### src/rtl/cpu_trace_buffer.sv
// Execution-trace capture unit: snapshots pc and registers on a programmable
// condition into a show-ahead FIFO that a host drains over valid/ready.
module cpu_trace_buffer #(
    parameter int unsigned DATA_W = 19,
    parameter int unsigned PC_W   = 10,
    parameter int unsigned NREG   = 3,
    parameter int unsigned DEPTH  = 16,
    parameter int unsigned TS_W   = 16
) (
    input  logic                                     clk,
    input  logic                                     reset,
    input  logic [1:0]                               mode,
    input  logic [PC_W-1:0]                          trig_pc,
    input  logic                                     clear,
    input  logic [PC_W-1:0]                          pc_in,
    input  logic [NREG*DATA_W-1:0]                   regs_in,
    output logic                                     rd_valid,
    input  logic                                     rd_ready,
    output logic [TS_W+PC_W+NREG+NREG*DATA_W-1:0]    rd_data,
    output logic [$clog2(DEPTH):0]                   count,
    output logic                                     overflow,
    output logic [7:0]                               drop_cnt,
    output logic                                     armed
);

    localparam int unsigned PTR_W   = $clog2(DEPTH);
    localparam int unsigned REGS_W  = NREG * DATA_W;
    localparam int unsigned ENTRY_W = TS_W + PC_W + NREG + REGS_W;

    typedef enum logic [1:0] {
        MODE_OFF    = 2'b00,
        MODE_CHANGE = 2'b01,
        MODE_ALL    = 2'b10,
        MODE_TRIG   = 2'b11
    } mode_e;

    logic [TS_W-1:0]    ts;
    logic [REGS_W-1:0]  snap;
    logic               snap_valid;
    logic [NREG-1:0]    mask;
    logic               trig_hit;
    logic               capture;
    logic [PTR_W:0]     wr_ptr;
    logic [PTR_W:0]     rd_ptr;
    logic               empty;
    logic               full;
    logic               push;
    logic               pop;
    logic               drop;
    logic [ENTRY_W-1:0] entry;
    logic [ENTRY_W-1:0] mem [DEPTH];

    // Per-register change detection; everything counts as changed until a snapshot exists
    always_comb begin
        mask = '0;
        for (int i = 0; i < NREG; i++) begin
            mask[i] = !snap_valid || (regs_in[i*DATA_W +: DATA_W] != snap[i*DATA_W +: DATA_W]);
        end
    end

    // Arming is effective on the same clock the trigger address is seen
    assign trig_hit = (mode_e'(mode) == MODE_TRIG) && (armed || (pc_in == trig_pc));

    // Capture condition selected by mode
    always_comb begin
        capture = 1'b0;
        case (mode_e'(mode))
            MODE_OFF:    capture = 1'b0;
            MODE_CHANGE: capture = |mask;
            MODE_ALL:    capture = 1'b1;
            MODE_TRIG:   capture = trig_hit && (|mask);
            default:     capture = 1'b0;
        endcase
    end

    assign empty = (wr_ptr == rd_ptr);
    assign full  = (wr_ptr[PTR_W] != rd_ptr[PTR_W]) &&
                   (wr_ptr[PTR_W-1:0] == rd_ptr[PTR_W-1:0]);
    assign pop   = !clear && !empty && rd_ready;
    assign push  = !clear && capture && (!full || pop);
    assign drop  = !clear && capture && full && !pop;
    assign entry = {ts, pc_in, mask, regs_in};

    assign rd_valid = !empty;
    assign rd_data  = rd_valid ? mem[rd_ptr[PTR_W-1:0]] : '0;
    assign count    = wr_ptr - rd_ptr;

    // Free-running timestamp, untouched by mode and clear
    always_ff @(posedge clk or negedge reset) begin
        if (!reset) ts <= '0;
        else        ts <= ts + TS_W'(1);
    end

    // Last-seen register values for change detection
    always_ff @(posedge clk or negedge reset) begin
        if (!reset) begin
            snap       <= '0;
            snap_valid <= 1'b0;
        end else begin
            snap       <= regs_in;
            snap_valid <= !clear;
        end
    end

    // Trigger latch, only held while in triggered mode
    always_ff @(posedge clk or negedge reset) begin
        if (!reset) armed <= 1'b0;
        else        armed <= trig_hit && !clear;
    end

    // FIFO pointers with an extra wrap bit for full/empty
    always_ff @(posedge clk or negedge reset) begin
        if (!reset) begin
            wr_ptr <= '0;
            rd_ptr <= '0;
        end else if (clear) begin
            wr_ptr <= '0;
            rd_ptr <= '0;
        end else begin
            if (push) wr_ptr <= wr_ptr + (PTR_W+1)'(1);
            if (pop)  rd_ptr <= rd_ptr + (PTR_W+1)'(1);
        end
    end

    // Entry storage
    always_ff @(posedge clk) begin
        if (push) mem[wr_ptr[PTR_W-1:0]] <= entry;
    end

    // Sticky overflow flag and saturating drop counter
    always_ff @(posedge clk or negedge reset) begin
        if (!reset) begin
            overflow <= 1'b0;
            drop_cnt <= '0;
        end else if (clear) begin
            overflow <= 1'b0;
            drop_cnt <= '0;
        end else if (drop) begin
            overflow <= 1'b1;
            if (drop_cnt != 8'hFF) drop_cnt <= drop_cnt + 8'd1;
        end
    end

endmodule

### config.mk
export PLATFORM = sky130hd
export DESIGN_NAME = cpu_trace_buffer
export DESIGN_NICKNAME = d
export VERILOG_FILES = /design/src/rtl/cpu_trace_buffer.sv
export SDC_FILE = /design/constraint.sdc
export NUM_CORES = 1
export LEC_CHECK = 0
export CAP_MARGIN = 5
export CORE_ASPECT_RATIO = 1.1
export CORE_MARGIN = 3
export CORE_UTILIZATION = 55
export CTS_CLUSTER_DIAMETER = 60
export DETAILED_ROUTE_END_ITERATION = 10
export PLACE_DENSITY = 0.84
export SLEW_MARGIN = 10
export SYNTH_ARGS = -nofsm -noshare
export SYNTH_HDL_FRONTEND = slang
export SYNTH_SLANG_ARGS = --single-unit
### constraint.sdc
create_clock -name clk -period 5.25 [get_ports clk]
set_input_delay 1.3125 -clock clk [delete_from_list [all_inputs] [get_ports clk]]
set_output_delay 1.3125 -clock clk [all_outputs]
set_load 0.01 [all_outputs]
==> results.cfg <==
[pwr]
ir_drop_v = 0.0002916
finalPower_w = 0.02874
p_leak_nw = 20.63
power_density_mw_per_mm2 = 436.7

[routing]
wire_per_inst_um = 36.45
antenna_left = 0
drcViolationCount = 0
dr_total_vias = 28670
via_per_inst = 6.811
dr.pass1.iters = 5
drtIter0Drc = 4452
drt_wl_total_um = 153400

[setup_path]
cpMostUsedCell = mux4_2
cp_data_arrival_time_ps = 3810
path_cells = buf_12, mux4_2, mux4_2, and2_1, clkdlybuf4s50_1
critPathMaxFanout = 104
critPathMaxStageDelay_ps = 680
critPathSlowestCell = dfrtp_4
worst-setup-path-type = register to output pin
crit_path_end_kind = output pin
start_kind = register
cp.required_ps = 3940

[timing]
setup_viol = 0
drv_slew = 0
rsz0062_at_grt = no
hold_viol_final = 0
fin_setup_tns_ps = 0
finalCritPeriodShare = 0.9753
slew_headroom = 0.1515
period_needed_ps = 5120
hold_ws_ps = 527.9
fin_worst_skew_ps = 33.09
fmax_ghz = 0.1953
tightestPinTransition_ps = 1268

[grt]
grt_pass1_wl_um = 217600
grt_busiest_layer = met2
use_met2 = 0.4717
grt_overflow = 0
grt_usage = 0.2850
met3_usage = 0.05687
grt_pass1_vias = 29350
grt_max_degree = 107
grtUsageMet1 = 0.3805
grt_antenna_before_repair = 13

[floorplanning]
die_w_um = 311.3
core_mm2 = 0.1012
pin_count = 185
fp.dieH_um = 341.8
die_area_mm2 = 0.1064
start_util = 0.5572
fp-row-count = 122

[placed_design]
place.gp.congestion = 0.8198
port_buffers = 184
dpl.hpwl_um = 80190

[cts]
cts_made_buffers = 137
ctsHoldBuffers = 0
numClockSinks = 1470
insertion_delay_ps = 750
cts_tree = done
clk_pin_slew_ps = 60
cts_buffer_depth = 3
cts_root_buf = clkbuf_16
cts.htree.levels = 4

[logic_synthesis]
synth_area_mm2 = 0.05639
syn_area_per_cell_um2 = 23.76
synthCells = 2373
synthArstFlopShare = 0.06395
synthTopCellsByCount = edfxtp_1, mux4_2, dfrtp_1
ys_seq_elements = 1470
synth.distinct_cells = 49
ys.flop_type = edfxtp_1
synth_top_area_frac = 0.7328
post-synth-top-count-cell = edfxtp_1
yosys_warnings = 0
synth-edff-count = 1376
yosysSeqAreaShare = 0.7745
syn-num-nets = 2468
synthTopCellsByArea = edfxtp_1, mux4_2, dfrtp_1
yosys.area.top_type = edfxtp_1

[outcome]
outcome = finished clean

[cells_and_area]
nFillCells = 5887
drive_above_1_share = 0.2824
syn2layout_area_growth_pct = 16.72
nets = 2825
final_util = 0.6503

[job]
cap_viol_max_count = 0

[hold_path]
worstHoldPathType = register to register
## through the flow
| stage | cell area (um^2) | std cells | setup slack, ps |
|---|---|---|---|
| final | 65810 | 4209 | 129.7 |
| after global routing | 65800 | 4205 | 45.69 |
| after CTS | 65750 | 4200 | 22.29 |
| after detailed placement | 61230 | 3947 | 252.8 |
| after global placement | 61230 | 3947 | 509.2 |
| after floorplan | 56390 | 2373 | -435.0 |
## registers in the layout, summed over array words and instances (netlist names)
signal	count
armed	1
drop_cnt	8
mem	1376
overflow	1
rd_ptr	5
snap	57
snap_valid	1
ts	16
wr_ptr	5
## repair_timing
item                                    in CTS  in global routing
gates resized for setup                      1                  2
hold endpoints to repair                     0                  0
cloned                                       0                  2
buffers inserted                             4                  2
endpoints found under the setup margin       6                 40
## cell type report
class	instances	area, um^2	area share
flip-flops and latches	1470	43680	0.6637
multi-input cells	781	12290	0.1867
clock buffers	187	3740	0.05682
repair buffers	327	3583	0.05445
well taps	1364	1707	0.02593
clock inverters	62	735.7	0.01118
inverters	13	62.56	0.0009506
diodes	5	12.51	0.0001901
## per-layer routing
metal | routed length, um | vias up | part of all wire
met5 | 54 | - | 0.00035
met4 | 6214 | 8 | 0.041
li1 | - | 10770 | -
met2 | 77950 | 2565 | 0.51
met1 | 51930 | 14930 | 0.34
met3 | 17270 | 395 | 0.11
## critical path, delay by kind of cell, from the launching register on
kind                   cells  cell delay [ps]
buffers and inverters      2             1060
muxes                      2              880
DFF                        1              680
and+or+nand+nor            1              310
## layout by cell type, fill, tap and decap left out, types with 3 or more instances in the layout
cell type,Yosys,layout
edfxtp_1,1376,1376
mux4_2,430,430
clkdlybuf4s50_1,0,183
clkbuf_16,0,140
dfrtp_1,94,91
buf_4,1,91
and2_1,90,90
buf_12,0,52
xnor2_1,48,48
xor2_1,41,41
clkbuf_1,68,41
nand4_1,25,25
nor2_1,21,21
nand2_1,17,16
and3_4,0,15
clkinv_1,0,15
clkinv_2,0,15
nor4_1,13,13
inv_1,12,12
ha_1,11,11
bufinv_16,0,11
nand3_1,10,10
clkbuf_8,0,6
diode_2,0,5
a21oi_1,5,5
inv_6,0,5
nor3_1,4,4
nor2b_1,4,4
nor4b_1,4,4
clkinv_8,0,4
clkinvlp_4,0,4
clkinv_4,0,4
and3_1,18,3
mux2_2,3,3
o41ai_1,3,3
dfrtp_4,0,3
## path summary, 6_finish.rpt
check | startpoint | end | slack (ps) | cells after the start
max | rd_ptr[1] | rd_data[84] | 130 | 5
min | wr_ptr[4] | wr_ptr[4] | 530 | 1
max reg2reg | snap[40] | mem[15][66] | 1600 | 8
min reg2reg | wr_ptr[4] | wr_ptr[4] | 530 | 1
max in group asynchronous | reset | rd_ptr[2] | 3600 | 2
min in group asynchronous | reset | ts[0] | 640 | 1
## power breakdown
group,internal [W],total (W),switching [W]
Clock,0.00561,0.0101,0.00447
Combinational,0.00284,0.00561,0.00277
Sequential,0.0130,0.0131,0.000108
Total,0.0214,0.0287,0.00734
## kinds of logic (layout without fill, tap and decap cells)
kind of cell	Yosys count	in the layout	synth area share
compound gates	24	24	0.003728
xor+xnor	89	89	0.01382
fa+ha+maj	12	12	0.002796
buf+inv	124	589	0.009386
flops	1470	1470	0.7745
mux	435	435	0.1727
other cells	0	5	0
simple gates	219	221	0.02308
Power figures use the tool's default switching activity.
